## src/rtl/imem_arb_pkg.sv

```systemverilog
// imem_arb_pkg: shared owner encoding, default parameters and counter sizing for imem_arbiter.
package imem_arb_pkg;
  typedef enum logic [1:0] {OWN_NONE, OWN_F, OWN_L_RD} owner_t;
  localparam int DEF_ADDR_W = 62;
  localparam int DEF_DATA_W = 32;
  localparam int DEF_MAX_WAIT = 8;
  function automatic int cnt_w(input int max_wait);
    return $clog2(max_wait + 1);
  endfunction
endpackage

```

## src/rtl/imem_arb_starve_ctr.sv

```systemverilog
// imem_arb_starve_ctr: saturating loader wait counter; force_l grants the loader once it has waited MAX_WAIT cycles.
module imem_arb_starve_ctr
  import imem_arb_pkg::*;
#(
  parameter int MAX_WAIT = DEF_MAX_WAIT
) (
  input  logic clk,
  input  logic rst,
  input  logic l_req,
  input  logic l_ready,
  output logic force_l
);
  localparam int CW = cnt_w(MAX_WAIT);
  logic [CW-1:0] cnt;
  always_ff @(posedge clk or posedge rst) begin
    if (rst) cnt <= '0;
    else if (!l_req || l_ready) cnt <= '0;
    else if (cnt != CW'(MAX_WAIT)) cnt <= cnt + 1'b1;
  end
  assign force_l = l_req && (cnt == CW'(MAX_WAIT));
endmodule

```

## src/rtl/imem_arbiter.sv

```systemverilog
// imem_arbiter: fetch-priority arbiter for the instruction memory with one-cycle response routing.
// Define IMEM_ARB_FAIRNESS_EN to add the loader starvation guard.
module imem_arbiter
  import imem_arb_pkg::*;
#(
  parameter int ADDR_W   = DEF_ADDR_W,
  parameter int DATA_W   = DEF_DATA_W,
  parameter int MAX_WAIT = DEF_MAX_WAIT
) (
  input  logic              clk,
  input  logic              rst,
  input  logic              f_req,
  input  logic [ADDR_W-1:0] f_addr,
  output logic              f_ready,
  input  logic              f_flush,
  output logic              f_rvalid,
  output logic [DATA_W-1:0] f_rdata,
  input  logic              l_req,
  input  logic              l_we,
  input  logic [ADDR_W-1:0] l_addr,
  input  logic [DATA_W-1:0] l_wdata,
  output logic              l_ready,
  output logic              l_rvalid,
  output logic [DATA_W-1:0] l_rdata,
  output logic [ADDR_W-1:0] mem_addr,
  output logic              mem_we,
  output logic [DATA_W-1:0] mem_wdata,
  input  logic [DATA_W-1:0] mem_q
);
  owner_t owner;
  logic   force_l;
  if (MAX_WAIT < 1 || MAX_WAIT > 255) begin : g_bad_max_wait
    $error("imem_arbiter: MAX_WAIT must be in 1..255");
  end
`ifdef IMEM_ARB_FAIRNESS_EN
  imem_arb_starve_ctr #(.MAX_WAIT(MAX_WAIT)) u_starve (
    .clk(clk),
    .rst(rst),
    .l_req(l_req),
    .l_ready(l_ready),
    .force_l(force_l)
  );
`else
  assign force_l = 1'b0;
`endif
  always_comb begin
    f_ready   = !rst && f_req && !force_l;
    l_ready   = !rst && l_req && (force_l || !f_req);
    mem_addr  = l_ready ? l_addr : f_addr;
    mem_we    = l_ready && l_we;
    mem_wdata = l_wdata;
  end
  always_ff @(posedge clk or posedge rst) begin
    if (rst) owner <= OWN_NONE;
    else owner <= f_ready ? OWN_F : (l_ready && !l_we) ? OWN_L_RD : OWN_NONE;
  end
  // flush only masks the response; the owner still advances with this cycle's grant
  assign f_rvalid = (owner == OWN_F) && !f_flush;
  assign l_rvalid = (owner == OWN_L_RD);
  assign f_rdata  = mem_q;
  assign l_rdata  = mem_q;
endmodule
```

## config.mk

```make
export PLATFORM = sky130hd
export DESIGN_NAME = imem_arbiter
export DESIGN_NICKNAME = d
export VERILOG_FILES = /design/src/rtl/imem_arb_pkg.sv /design/src/rtl/imem_arb_starve_ctr.sv /design/src/rtl/imem_arbiter.sv
export SDC_FILE = /design/constraint.sdc
export NUM_CORES = 1
export LEC_CHECK = 0
export CAP_MARGIN = 0
export CORE_AREA = 2 2 138 140
export CTS_CLUSTER_DIAMETER = 80
export DETAILED_ROUTE_END_ITERATION = 12
export DIE_AREA = 0 0 140 142
export SETUP_SLACK_MARGIN = 0.5
export SLEW_MARGIN = 10
export SYNTH_ARGS = -nofsm -noshare
export SYNTH_HDL_FRONTEND = slang
export SYNTH_SLANG_ARGS = --single-unit
```

## constraint.sdc

```tcl
create_clock -name clk -period 2.6 [get_ports clk]
set_input_delay 0.26 -clock clk [delete_from_list [all_inputs] [get_ports clk]]
set_output_delay 0.26 -clock clk [all_outputs]
set_load 0.02 [all_outputs]
```

# After elaboration in Yosys (flattened, before gate mapping)
# Index checks and enable logic that the tools add are counted.
# classes
eq_ne,2
mux,3
reduce_logical,10
# op_table
operator,count
$mux W62,1
$logic_and A1 B1 Y1,6
$logic_not A1 Y1,4
$mux W2,2
$eq A2 B1 Y1 const B,1
$eq A2 B2 Y1 const B,1
# word_totals
reg_bits,2
in_bits,194
out_inout_bits,163
wordCells,16

# Longest topological paths before layout
# depth
word_depth,6
depth_mapped,4
depth_no_buf,2

# Worst setup path before layout
# Ideal clock, no wire load.
# synth_path
kind,input to output
startpoint,in rst
endpoint,out mem_addr[54]
arrival_time_ns,1.215
t_required_ns,2.340
slack_ns,1.125
cell_stages,4
n_path_buf,2
cell_sequence,nor3b_2 -> buf_4 -> buf_6 -> mux2_1
# synth_between
elab_chain_cells,4
# synth_rtl
item,line,rtl
from (decl),imem_arbiter.sv:11,"input logic rst,"
$logic_not A1 Y1 (no source line),--,
$logic_and A1 B1 Y1 (2 in a row),imem_arbiter.sv:48,l_ready = !rst && l_req && (force_l || !f_req);
net l_ready,imem_arbiter.sv:22,"output logic l_ready,"
$mux W62,imem_arbiter.sv:49,mem_addr = l_ready ? l_addr : f_addr;
to (decl),imem_arbiter.sv:25,"output logic [ADDR_W-1:0] mem_addr,"
# The timed path passes the listed nets, and every way through them passes these cells.

# Worst setup path in the final report
# layout_path
startpoint,in rst
endpoint,out mem_addr[59]
# layout_between
elab_chain_cells,4
# layout_rtl
item,line
$logic_not A1 Y1 (no source line),--
$logic_and A1 B1 Y1 (2 in a row),imem_arbiter.sv:48
$mux W62,imem_arbiter.sv:49
# No other way between the ends.

==> flow_summary.ini <==
[floorplanning]
die-area_um2 = 19900
fp.dieH_um = 142
start_util_pct = 8.60
num_rows = 50
core_um2 = 18500
fp.dieW_um = 140
io_pins = 357

[sta]
fin_crit_ns = 2.01
timing.hold.ws_ns = 0.163
tns_ns = 0
finalSetupViolCount = 0
max-slew-margin-rel_pct = 83.4
fmax_mhz = 497
slew_viol_final = 0
period_share_pct = 77.5
rsz0062_at_grt = no
hold_viol_final = 0
worstMarginPinSlew_ns = 0.250

[synthesis]
post-synth-top-area-cell = buf_4
synth_edf_count = 0
yosysUniqueCellTypes = 11
ys_ff_latch = 2
postSynth.asyncResetShare_pct = 100
yosysMostFrequentCell = buf_4
synth.avg_cell_area_um2 = 9.12
yosysTopAreaCellShare_pct = 45.9
syn_inst = 174
ys_seq_area_share_pct = 3.15
yosys_warnings = 0
synth.area.top_cells = buf_4 (46%), mux2_1 (33%), mux2_2 (11%)
synthFlopType = dfrtp_1
synthTopCellsByCount = buf_4 (97), mux2_1 (47), mux2_2 (15), buf_6 (5), nor2b_1 (3)
synth_nets = 368
synth_area_um2 = 1590

[global_routing]
grt_pass1_vias = 1785
grt_overflow = 0
grt_pass1_wl_um = 10300
grt_usage_pct = 6.90
grt_max_degree = 14
antenna_found_initial = 0

[cts]
cts_root_buf = clkbuf_16
path_clk_slew_ns = 0.03
cts_tree = built
clock_path_buffers = 2
htreeDepth = 1
cts.sinks = 2
cts_made_buffers = 3

[critical_path]
cp_num_cells = 6
criticalPathCategory = primary input to output pin
crit_family = buffers and inverters
path_cells = clkdlybuf4s15_1, nor3b_4, buf_12, bufbuf_16, mux2_1, clkdlybuf4s15_2
endpoint_kind = output pin
crit_path_end = mem_addr[59]
path_max_fanout = 13
cpPeakStageDelay_ns = 0.33
path_buf_inv = 4
cp.required_ns = 2.34
worst_setup_path_start_kind = primary input
crit_slowest_cell = mux2_1
cp.arrival_ns = 1.75
crit_start = rst

[route]
drt-initial-drc-count = 60
wl_per_cell_um = 14.4
drtAntennaViolNets = 0
drt-total-wl_um = 7480
vias = 1596
avgViaCountPerCell = 3.08
drcViolationCount = 21
firstDrtPassIters = 8

[outcome]
status = finished with violations
violations = DRC

[pwr]
intPower_w = 0.000542
p_seq_share_pct = 4.3
power_frac_comb_pct = 65.8
power.switching_w = 0.000233
ir_worst_vdd_v = 0.0000912
p_per_area_nw_per_um2 = 242
clkPwrFrac_pct = 29.9
p_sw_share_pct = 30.1
p_leak_nw = 1.28

[cells_and_area]
top_regs = owner (2)
num_antenna_cells = 0
largest_reg_flops = 2
fin_nets = 481
area_growth_pct = 102
drive_above_1_share_pct = 34.7
final_core_utilization_pct = 17.4
largest-register = owner

[hold_path]
hp-class = primary input to async pin

[placed_design]
portBuffers = 196
gp_congestion = 0.668
dp_hpwl_um = 5530

[job]
cap_violations = 0
[cell families after synthesis]
| kind of cell | after synthesis | synth area share, % |
|---|---|---|
| buffers and inverters | 104 | 50.0 |
| flip-flops | 2 | 3.15 |
| multiplexers | 62 | 44.0 |
| AND/OR/NAND/NOR | 6 | 2.84 |
[how the worst min path moves through the flow]
stage	from	end	cells past startpoint
after global routing	rst	owner[0]	3
final	rst	owner[0]	3
after floorplan	rst	owner[0]	1
after CTS	rst	owner[1]	3
after detailed placement	l_wdata[16]	mem_wdata[16]	0
after global placement	l_wdata[16]	mem_wdata[16]	0
[power groups by stage]
stage               clock network (W)  logic, W  registers [W]
finish                       0.000231  0.000510      0.0000335
global route                 0.000242  0.000541      0.0000337
CTS                          0.000236  0.000522      0.0000336
detailed placement                  0  0.000525      0.0000339
global placement                    0  0.000521      0.0000339
floorplan                           0  0.000398      0.0000333
[routing by layer]
layer	GRT usage (%)	vias up	part of all wire, %
met1	6.75	678	33
met3	3.36	25	15
met2	12.6	181	49
met4	2.66	0	2.5
met5	0	-	0
li1	-	712	-
[layout by cell type, fill, tap and decap left out]
| master | Yosys | final |
|---|---|---|
| clkdlybuf4s15_1 | 0 | 2 |
| bufbuf_16 | 0 | 1 |
| buf_6 | 5 | 3 |
| clkbuf_16 | 0 | 4 |
| dlygate4sd2_1 | 0 | 4 |
| nor3b_4 | 0 | 1 |
| mux2_4 | 0 | 5 |
| nor2b_1 | 3 | 3 |
| nor3b_1 | 1 | 1 |
| and2_1 | 1 | 1 |
| clkdlybuf4s50_1 | 0 | 129 |
| inv_1 | 1 | 1 |
| clkbuf_2 | 0 | 12 |
| buf_4 | 97 | 8 |
| dfrtp_1 | 2 | 2 |
| buf_2 | 1 | 39 |
| clkdlybuf4s15_2 | 0 | 2 |
| buf_8 | 0 | 1 |
| mux2_1 | 47 | 43 |
| buf_12 | 0 | 3 |
| buf_16 | 0 | 6 |
| mux2_2 | 15 | 14 |
[stage by stage]
stage	std cells	total power [W]	cell area, um^2	setup WS [ns]
after floorplan	174	0.000431	1590	1.12
after global placement	504	0.000555	3100	0.0959
after detailed placement	504	0.000559	3100	0.0534
after CTS	518	0.000791	3280	0.446
after global routing	519	0.000817	3210	0.521
final	519	0.000775	3210	0.586
[cell type report]
cell class | instances | area (um^2)
Tap cell | 234 | 293
Sequential cell | 2 | 50.0
Inverter | 1 | 3.75
Multi-Input combinational cell | 68 | 768
Fill cell | 2077 | 15200
Clock buffer | 3 | 75.1
Timing Repair Buffer | 211 | 2020
[timing repair]
action / in CTS / in global routing
buffers inserted: 6 / 0
hold buffers: 0 / 0
gates cloned: 5 / 1
pin swaps: 1 / 1
endpoints found under the setup margin: 64 / 42
gates resized for setup: 205 / 52
(Power assumes the default switching activity.)
